$ cat src/rtl/alarm_ctrl_fsm_pkg.sv
`default_nettype none
// ============================================================================
// Module   : alarm_clock_pkg
// Purpose  : Shared constants and state encoding for the alarm clock
//            control FSM and its timeout counter.
// Revision : 1.0 - initial release
// ============================================================================
package alarm_clock_pkg;

  // Keypad code meaning "no key pressed"; every other code is a key press.
  localparam logic [3:0] NOKEY = 4'd10;

  // Default number of one_second pulses of inactivity before entry aborts.
  localparam int TIMEOUT_S_DEFAULT = 10;

  // Control FSM states, 3-bit encoding.
  typedef enum logic [2:0] {
    SHOW_TIME  = 3'd0,
    SHOW_ALARM = 3'd1,
    KEY_STORED = 3'd2,
    KEY_WAITED = 3'd3,
    KEY_ENTRY  = 3'd4
  } state_t;

endpackage : alarm_clock_pkg
`default_nettype wire

$ cat src/rtl/alarm_ctrl_fsm_if.sv
`default_nettype none
// ============================================================================
// Module   : alarm_ctrl_fsm_if
// Purpose  : Keypad/button inputs and display/strobe outputs of the alarm
//            clock control FSM. The FSM is the slave; the surrounding
//            datapath (or a bench) is the master.
// Revision : 1.0 - initial release
// ============================================================================
interface alarm_ctrl_fsm_if;

  logic       one_second;
  logic [3:0] key;
  logic       alarm_button;
  logic       time_button;
  logic       show_alarm;
  logic       show_new_time;
  logic       load_new_alarm;
  logic       load_new_time;
  logic       shift;
  logic       reset_count;

  modport master (
    output one_second, key, alarm_button, time_button,
    input  show_alarm, show_new_time, load_new_alarm, load_new_time,
           shift, reset_count
  );

  modport slave (
    input  one_second, key, alarm_button, time_button,
    output show_alarm, show_new_time, load_new_alarm, load_new_time,
           shift, reset_count
  );

endinterface : alarm_ctrl_fsm_if
`default_nettype wire

$ cat src/rtl/alarm_ctrl_fsm_timeout_counter.sv
`default_nettype none
// ============================================================================
// Module   : timeout_counter
// Purpose  : Counts one_second pulses while key entry is active and flags
//            the pulse that completes TIMEOUT_S seconds of inactivity.
//            The count saturates at TIMEOUT_S-1.
// Revision : 1.0 - initial release
// ============================================================================
module timeout_counter #(
  parameter int TIMEOUT_S = 10
) (
  input  wire logic clock,
  input  wire logic reset,
  input  wire logic clear,
  input  wire logic enable,
  input  wire logic one_second,
  output logic      timeout
);

  localparam logic [3:0] C_LAST = 4'(TIMEOUT_S - 1);

  logic [3:0] r_tcount;
  logic       w_at_last;

  assign w_at_last = (r_tcount == C_LAST);
  assign timeout   = enable && w_at_last && one_second;

  // Inactivity count: cleared on request, counts seconds while enabled.
  always_ff @(posedge clock or negedge reset) begin
    if (!reset) begin
      r_tcount <= 4'd0;
    end else if (clear) begin
      r_tcount <= 4'd0;
    end else if (enable && one_second && !w_at_last) begin
      r_tcount <= r_tcount + 4'd1;
    end
  end

endmodule : timeout_counter
`default_nettype wire

$ cat src/rtl/alarm_ctrl_fsm.sv
`default_nettype none
// ============================================================================
// Module   : alarm_ctrl_fsm
// Purpose  : Alarm clock control FSM. Sequences key entry, selects the
//            display source and issues load/shift strobes. Abandoned key
//            entry is aborted after TIMEOUT_S seconds of inactivity.
// Revision : 1.0 - initial release
// ============================================================================
module alarm_ctrl_fsm
  import alarm_clock_pkg::*;
#(
  parameter int TIMEOUT_S = TIMEOUT_S_DEFAULT
) (
  input  wire logic       clock,
  input  wire logic       reset,
  alarm_ctrl_fsm_if.slave bus
);

  state_t r_state;
  state_t w_state_next;
  logic   w_timeout;
  logic   w_count_clear;
  logic   w_count_enable;
  logic   w_key_pressed;
  logic   w_show_alarm;
  logic   w_show_new_time;
  logic   w_load_new_alarm;
  logic   w_load_new_time;
  logic   w_shift;

  assign w_key_pressed = (bus.key != NOKEY);

  // Counter runs only while an entry is pending; the idle views and a
  // fresh key press restart it.
  assign w_count_enable = (r_state == KEY_WAITED) || (r_state == KEY_ENTRY);
  assign w_count_clear  = w_shift || (r_state == SHOW_TIME) ||
                          (r_state == SHOW_ALARM);

  timeout_counter #(
    .TIMEOUT_S (TIMEOUT_S)
  ) u_timeout_counter (
    .clock      (clock),
    .reset      (reset),
    .clear      (w_count_clear),
    .enable     (w_count_enable),
    .one_second (bus.one_second),
    .timeout    (w_timeout)
  );

  // State register.
  always_ff @(posedge clock or negedge reset) begin
    if (!reset) begin
      r_state <= SHOW_TIME;
    end else begin
      r_state <= w_state_next;
    end
  end

  // Next-state logic; button priority is alarm > time > key > timeout.
  always_comb begin
    w_state_next = r_state;
    case (r_state)
      SHOW_TIME: begin
        if (bus.alarm_button)   w_state_next = SHOW_ALARM;
        else if (w_key_pressed) w_state_next = KEY_STORED;
      end
      SHOW_ALARM: begin
        if (!bus.alarm_button) w_state_next = SHOW_TIME;
      end
      KEY_STORED: begin
        w_state_next = KEY_WAITED;
      end
      KEY_WAITED: begin
        if (!w_key_pressed) w_state_next = KEY_ENTRY;
        else if (w_timeout) w_state_next = SHOW_TIME;
      end
      KEY_ENTRY: begin
        if (bus.alarm_button || bus.time_button) w_state_next = SHOW_TIME;
        else if (w_key_pressed)                  w_state_next = KEY_STORED;
        else if (w_timeout)                      w_state_next = SHOW_TIME;
      end
      default: begin
        w_state_next = SHOW_TIME;
      end
    endcase
  end

  // Output decode: Moore display selects and shift, Mealy load strobes.
  always_comb begin
    w_show_alarm     = 1'b0;
    w_show_new_time  = 1'b0;
    w_load_new_alarm = 1'b0;
    w_load_new_time  = 1'b0;
    w_shift          = 1'b0;
    case (r_state)
      SHOW_ALARM: begin
        w_show_alarm = 1'b1;
      end
      KEY_STORED: begin
        w_show_new_time = 1'b1;
        w_shift         = 1'b1;
      end
      KEY_WAITED: begin
        w_show_new_time = 1'b1;
      end
      KEY_ENTRY: begin
        w_show_new_time  = 1'b1;
        w_load_new_alarm = bus.alarm_button;
        w_load_new_time  = !bus.alarm_button && bus.time_button;
      end
      default: begin
        w_show_alarm = 1'b0;
      end
    endcase
  end

  assign bus.show_alarm     = w_show_alarm;
  assign bus.show_new_time  = w_show_new_time;
  assign bus.load_new_alarm = w_load_new_alarm;
  assign bus.load_new_time  = w_load_new_time;
  assign bus.shift          = w_shift;
  assign bus.reset_count    = w_shift;

endmodule : alarm_ctrl_fsm
`default_nettype wire

$ cat src/flat_wrapper.sv
// flat-port wrapper written by rule: the top's interface ports become plain ports
module alarm_ctrl_fsm_flat import alarm_clock_pkg::*;
#(
  parameter int TIMEOUT_S = TIMEOUT_S_DEFAULT
)
  (clock, reset, bus_one_second, bus_key, bus_alarm_button, bus_time_button, bus_show_alarm, bus_show_new_time, bus_load_new_alarm, bus_load_new_time, bus_shift, bus_reset_count);
  alarm_ctrl_fsm_if bus_i ();
  input  wire logic clock;
  input  wire logic reset;
  input wire logic [$bits(bus_i.one_second)-1:0] bus_one_second;
  input wire logic [$bits(bus_i.key)-1:0] bus_key;
  input wire logic [$bits(bus_i.alarm_button)-1:0] bus_alarm_button;
  input wire logic [$bits(bus_i.time_button)-1:0] bus_time_button;
  output wire logic [$bits(bus_i.show_alarm)-1:0] bus_show_alarm;
  output wire logic [$bits(bus_i.show_new_time)-1:0] bus_show_new_time;
  output wire logic [$bits(bus_i.load_new_alarm)-1:0] bus_load_new_alarm;
  output wire logic [$bits(bus_i.load_new_time)-1:0] bus_load_new_time;
  output wire logic [$bits(bus_i.shift)-1:0] bus_shift;
  output wire logic [$bits(bus_i.reset_count)-1:0] bus_reset_count;
  assign bus_i.one_second = bus_one_second;
  assign bus_i.key = bus_key;
  assign bus_i.alarm_button = bus_alarm_button;
  assign bus_i.time_button = bus_time_button;
  assign bus_show_alarm = bus_i.show_alarm;
  assign bus_show_new_time = bus_i.show_new_time;
  assign bus_load_new_alarm = bus_i.load_new_alarm;
  assign bus_load_new_time = bus_i.load_new_time;
  assign bus_shift = bus_i.shift;
  assign bus_reset_count = bus_i.reset_count;
  alarm_ctrl_fsm #(.TIMEOUT_S(TIMEOUT_S)) u_core (.clock(clock), .reset(reset), .bus(bus_i));
endmodule
$ cat config.mk
export PLATFORM = sky130hd
export DESIGN_NAME = alarm_ctrl_fsm_flat
export DESIGN_NICKNAME = d
export VERILOG_FILES = /design/src/rtl/alarm_ctrl_fsm_pkg.sv /design/src/rtl/alarm_ctrl_fsm_if.sv /design/src/rtl/alarm_ctrl_fsm_timeout_counter.sv /design/src/rtl/alarm_ctrl_fsm.sv /design/src/flat_wrapper.sv
export SDC_FILE = /design/constraint.sdc
export NUM_CORES = 1
export LEC_CHECK = 0
export ABC_CLOCK_PERIOD_IN_PS = 3840
export CAP_MARGIN = 15
export CELL_PAD_IN_SITES_DETAIL_PLACEMENT = 1
export CELL_PAD_IN_SITES_GLOBAL_PLACEMENT = 1
export CORE_MARGIN = 8
export CORE_UTILIZATION = 30
export CTS_CLUSTER_DIAMETER = 30
export DETAILED_ROUTE_END_ITERATION = 10
export PLACE_DENSITY_LB_ADDON = 0.1
export SLEW_MARGIN = 10
export SYNTH_ARGS = -nofsm -noshare
export SYNTH_HDL_FRONTEND = slang
export SYNTH_SLANG_ARGS = --single-unit
$ cat constraint.sdc
create_clock -name clock -period 3.84 [get_ports clock]
set_input_delay 1.152 -clock clock [delete_from_list [all_inputs] [get_ports clock]]
set_output_delay 1.152 -clock clock [all_outputs]
set_load 0.005 [all_outputs]
==> results of run 1 <==
## metal layers
| metal | vias to the layer above | global-route usage (%) | routed length (um) |
|---|---|---|---|
| met1 | 194 | 9.86 | 546 |
| li1 | 209 | - | - |
| met5 | - | 0 | 0 |
| met2 | 9 | 9.15 | 450 |
| met4 | 0 | 3.02 | 0 |
| met3 | 0 | 1.55 | 56 |
## layout make-up
| class | count | area, um2 | area share (%) |
|---|---|---|---|
| tap | 16 | 20.0 | 3.05 |
| timing repair buffer | 14 | 140 | 21.4 |
| clock buffer | 4 | 26.3 | 4.01 |
| inverter | 2 | 7.51 | 1.15 |
| sequential | 7 | 175 | 26.7 |
| multi-input combinational | 37 | 287 | 43.7 |
## metrics by stage
step | hold WS [ns] | cells | setup slack [ns] | instance area, um2
after floorplan | 0.463 | 50 | 1.32 | 503
after global placement | 0.508 | 76 | 0.313 | 629
after detailed placement | 0.512 | 76 | 0.281 | 629
after CTS | 0.518 | 80 | 0.280 | 656
after global routing | 0.537 | 80 | 0.232 | 656
final | 0.508 | 80 | 0.298 | 656
## state kept, by name, summed over array words and instances, names as in the netlist
signal,cells
u_core.u_timeout_counter.r_tcount,4
u_core.r_state,3
## placed cells by master (no fill, tap or decap), drive strengths merged, types with 3 or more instances in the layout
cell,netlist,routed
dfrtp,7,7
nor3b,3,3
clkdlybuf4s50,0,14
o21ai,3,3
nand2,3,3
clkbuf,0,4
nor2,4,4
## power by group
part	total, uW	internal, uW	switching (uW)
sequential	132	92.2	39.9
combinational	136	79.0	57.5
clock	60.6	39.3	21.3
## worst register-to-register path, delay by kind of cell, from the launching register on
family,cells,cell delay (ns)
flops,1,0.42
fa+ha+maj,1,0.23
simple gates,1,0.22
compound gates,3,0.41
## cells by family (layout without fill, tap and decap cells)
| group | count (synthesis) | in the layout | synth area share [%] |
|---|---|---|---|
| DFF | 7 | 7 | 34.8 |
| muxes | 2 | 2 | 3.98 |
| AOI/OAI and AO/OA | 11 | 11 | 18.2 |
| adders and majority gates | 2 | 2 | 4.97 |
| buffers and inverters | 6 | 20 | 8.21 |
| and+or+nand+nor | 22 | 22 | 29.8 |
## how the worst min path moves through the flow
stage | end | start | slack, ns | cells after the start
floorplan | u_core.u_timeout_counter.r_tcount[3] | u_core.u_timeout_counter.r_tcount[3] | 0.46 | 1
global placement | u_core.u_timeout_counter.r_tcount[3] | u_core.u_timeout_counter.r_tcount[3] | 0.51 | 1
detailed placement | u_core.u_timeout_counter.r_tcount[3] | u_core.u_timeout_counter.r_tcount[3] | 0.51 | 1
CTS | u_core.u_timeout_counter.r_tcount[3] | u_core.u_timeout_counter.r_tcount[3] | 0.52 | 1
global route | u_core.u_timeout_counter.r_tcount[3] | u_core.u_timeout_counter.r_tcount[3] | 0.54 | 1
finish | u_core.u_timeout_counter.r_tcount[3] | u_core.u_timeout_counter.r_tcount[3] | 0.51 | 1
==> summary.md, run 1 <==
| Metric | Value |
|---|---|
| Reg2reg path depth | 5 |
| Hold Crit Class | reg2reg |
| Slew HR | 75.1% |
| Via density | 5.15 |
| Max_cap viols | 0 |
| DR DRC count | 0 |
| Worst-path cell chain | clkdlybuf4s50_1, nor3b_1, clkdlybuf4s50_1 |
| Yosys warns | 0 |
| Slowest CP cell | clkdlybuf4s50_1 |
| WP buf/inv | 2 |
| Syn_area_per_cell | 10.1 um2 |
| Power Dens Cells | 502 mW/mm2 |
| CTS tree | built |
| Total stage count of the critical path | 3 |
| Final GP Congestion | 0.647 |
| Critical path's top delay family | buffers and inverters |
| Total CTS buffers | 3 |
| Final TNS setup | 0 ns |
| Final slew viol count | 0 |
| Share of layout cells above drive strength 1 | 14.1% |
| Worst R2R Start | u_core.u_timeout_counter.r_tcount[0] |
| Clock slew at reported path FFs | 0.04 ns |
| Cell area after synthesis | 503 um2 |
| Clock Sink Count | 7 |
| Synth cell count leaders | dfrtp_1 (7), nor2_1 (4), buf_4 (3), nand2_1 (3) |
| Area leader, netlist | dfrtp_1 |
| Initial antenna violation count | 0 |
| Num ports | 15 |
| Clk_lat worst skew | 0.24 ns |
| Syn_nets | 61 |
| Min cycle time layout | 3.54 ns |
| Most numerous cell in the Yosys netlist | dfrtp_1 |
| Row count | 14 |
| Fmax | 282 MHz |
| Endpoint class of the critical path | output pin |
| Fillers | 176 |
| Via Count | 412 |
| EDFF count, synth | 0 |
| Post-synth top area share | 34.8% |
| Largest stage delay, worst path | 0.53 ns |
| Post-CTS Hold Buffers | 0 |
| Routed Antenna Nets | 0 |
| Total power draw | 329 uW |
| GRT overflow | 0 |
| Detailed placement HPWL | 923 um |
| CTS root buf | clkbuf_4 |
| Largest net degree at the start of global routing | 12 |
| Fin. Hold Viols | 0 |
| Top FF cell, synth | dfrtp_1 |
| Peak VDD IR | 0.000201 V |
| Total routed wirelength | 1.05 mm |
| CP Class | in2out |
| Clock Skew | 0.000547 ns |
| Least-Margin Pin Slew | 0.374 ns |
| Starting Density | 32.6% |
| Crit path DAT | 2.39 ns |
| Setup crit start | bus_alarm_button |
| Distinct cells, synth | 28 |
| Cells after synthesis | 50 |
| Vias in the first global route | 425 |
| CP most frequent cell | clkdlybuf4s50_1 |
| Width of the die | 56.9 um |
| R2r setup slk | 2.48 ns |
| P_leak | 0.000264 uW |
| First-pass GRT wire length | 1.88 mm |
| Die height | 56.9 um |
| Nets | 76 |
| CTS resizes | 0 |
| Period utilisation layout | 92.2% |
| Number of DRC markers in iteration 0 | 4 |
| Async S/R FF share, synth | 100% |
| Core area | 0.00154 mm2 |
| RSZ-0062 raised after global routing | false |
| CP startpoint kind | input pin |
| Worst Path Required | 2.69 ns |
| IO buf count | 14 |
| CP endpoint | bus_load_new_time |
| Clock tree buffer depth | 2 |
| Postcts setup bufs | 0 |
| Final core utilization | 42.5% |
| GR Util All Layers | 6.79% |
| DR WL/cell | 13.2 um |
| Synth area leaders | dfrtp_1 (35%), ha_1 (5.0%), buf_4 (4.5%) |
| Die footprint | 0.00324 mm2 |
| Yosys reg bits | 7 |
| Setup violators final | 0 |
| Max FO, Critical Path | 5 |
| Seq/Total Area, Yosys | 34.8% |
| Status | completed |
| H-tree depth | 1 |
| Antenna Diode Count | 0 |
| P&R area growth vs syn | 30.3% |
| Drt first pass iters | 3 |
| Critical R2R Capture | u_core.r_state[1] |
(Power assumes the default switching activity.)
==> inputs of run 2 (changes only) <==
Settings changed: GPL_ROUTABILITY_DRIVEN from default to 0.
==> results of run 2 <==
No change in the layout: final DEF, timing and power equal those of run 1.
==> inputs of run 3 (changes only) <==
Settings changed: ABC_CLOCK_PERIOD_IN_PS 3840 to 4600, GPL_TIMING_DRIVEN from default to 0.
Clock period 3.84 ns to 4.6 ns, I/O delays scaled along.
==> summary.md, run 3 (synthesis gave the netlist of run 1 again) <==
| Metric | Value |
|---|---|
| Row count | 14 |
| Nets | 80 |
| Setup violators final | 0 |
| Initial antenna violation count | 0 |
| Max_cap viols | 0 |
| Total routed wirelength | 1.20 mm |
| Register with the highest flop count | u_core.u_timeout_counter.r_tcount |
| Worst Hold Depth | 1 |
| Max FO, Critical Path | 5 |
| Final slew viol count | 0 |
| Most frequent cells in the layout | clkdlybuf4s50_1 (14), dfrtp_1 (7), nor2_1 (4) |
| GR Util All Layers | 7.81% |
| Largest regs | u_core.u_timeout_counter.r_tcount (4), u_core.r_state (3) |
| Final TNS setup | 0 ns |
| Worst Path Required | 3.22 ns |
| Via Count | 442 |
| Leading cell type in the layout, fill and taps excluded | clkdlybuf4s50_1 |
| M3 GR Usage | 3.32% |
| Num ports | 15 |
| Number of DRC markers in iteration 0 | 1 |
| P_leak | 0.000285 uW |
| Seq. cell area | 175 um2 |
| Layout Cells excl Fill | 84 |
| Final WS setup | 0.569 ns |
| Busiest grt layer | met2 |
| Vias in the first global route | 444 |
| Fin. Hold Viols | 0 |
| H-tree depth | 1 |
| CTS tree | built |
| Antenna Diode Count | 0 |
| CTS resizes | 0 |
| P&R area growth vs syn | 37.1% |
| Reg2reg path depth | 5 |
| DR DRC count | 0 |
| Pre-CTS setup slack | 0.566 ns |
| Placed instance count | 80 |
| Starting Density | 32.6% |
| IO buf count | 14 |
| Core area | 0.00154 mm2 |
| CP Class | in2out |
| CTS root buf | clkbuf_4 |
| Comb pwr share | 52.2% |
| Crit path DAT | 2.65 ns |
| Power Dens Cells | 432 mW/mm2 |
| Fillers | 179 |
| Met2 Use GR | 11.2% |
| GRT overflow | 0 |
| Clock Power Share | 17.7% |
| Hold Crit Start | u_core.u_timeout_counter.r_tcount[3] |
| RSZ-0062 raised after global routing | false |
| Clock Skew | 0.000902 ns |
| Worst R2R Start | u_core.u_timeout_counter.r_tcount[0] |
| Slew HR | 77.2% |
| Clock tree buffer depth | 2 |
| Sw Ratio | 35.8% |
| Critical R2R Capture | u_core.r_state[1] |
| DR WL/cell | 14.3 um |
| R2r setup slk | 3.23 ns |
| Endpoint class of the critical path | output pin |
| Via density | 5.26 |
| Total CTS buffers | 3 |
| GRT met1 Usage | 9.45% |
| Detailed placement HPWL | 1.02 mm |
| Peak VDD IR | 0.000250 V |
| Psw | 107 uW |
| Min cycle time layout | 4.03 ns |
| Routed Antenna Nets | 0 |
| Multi-input logic area | 287 um2 |
| Post-CTS Hold Buffers | 0 |
| First-pass GRT wire length | 2.08 mm |
| Int Pwr | 191 uW |
| Die height | 56.9 um |
| Clock Sink Count | 7 |
| Endpoint, Worst Hold | u_core.u_timeout_counter.r_tcount[3] |
| Clock slew at reported path FFs | 0.05 ns |
| Width of the die | 56.9 um |
| Sequential power share | 30.1% |
| Status | completed |
| Clk_lat worst skew | 0.24 ns |
| Largest net degree at the start of global routing | 11 |
| Postcts setup bufs | 0 |
| Fmax | 248 MHz |
| Hold Crit Class | reg2reg |
| CP startpoint kind | input pin |
| Period utilisation layout | 87.6% |
| Drt first pass iters | 3 |
| Max reg flops | 4 |
| Die footprint | 0.00324 mm2 |
| Share of layout cells above drive strength 1 | 19.1% |
| Least-Margin Pin Slew | 0.338 ns |
## run 3: changes by cell type in the layout (fill, tap and decap cells not counted), sizes merged
cell	before	now
buf	0	4
## run 3: critical path, stage by stage
cell and delay, ns:
clkdlybuf4s50_1 0.50, nor3b_1 0.23, clkdlybuf4s50_1 0.54
## run 3: worst max path at each step
stage,cells past startpoint,start,slack (ns),to
detailed placement,3,bus_alarm_button,0.57,bus_load_new_time
global route,3,bus_alarm_button,0.50,bus_load_new_time
finish,3,bus_alarm_button,0.57,bus_load_new_time
CTS,3,bus_alarm_button,0.56,bus_load_new_time
floorplan,1,bus_alarm_button,1.62,bus_load_new_time
global placement,3,bus_alarm_button,0.58,bus_load_new_time
## run 3: metrics by stage
stage | utilization, % | area (um2) | total power [uW] | hold slack (ns)
6_report | 44.7 | 689 | 298 | 0.507
3_3_place_gp | 43.0 | 663 | 244 | 0.500
4_1_cts | 44.7 | 689 | 304 | 0.518
2_1_floorplan | - | 503 | 187 | 0.463
5_1_grt | 44.7 | 689 | 325 | 0.550
3_5_place_dp | 43.0 | 663 | 249 | 0.512
## run 3: cell type report
class,count,share of cell area [%]
timing repair buffer,14,20.3
inverter,2,1.09
multi-input combinational,37,41.6
buffer,4,4.90
clock buffer,4,3.81
tap,16,2.90
sequential,7,25.4
## run 3: metal layers
layer | share of wire (%) | routed length (um)
met4 | 0.58 | 7
met1 | 48 | 578
met2 | 42 | 510
met5 | 0 | 0
met3 | 8.7 | 105
## run 3: power by group through the flow
stage                     registers [uW]  logic [uW]  clock network (uW)
final                               89.7         155                52.6
after global routing                91.6         173                60.5
after floorplan                     87.7        99.5                   0
after global placement              90.0         154                   0
after detailed placement            90.7         158                   0
after CTS                           89.6         158                55.9
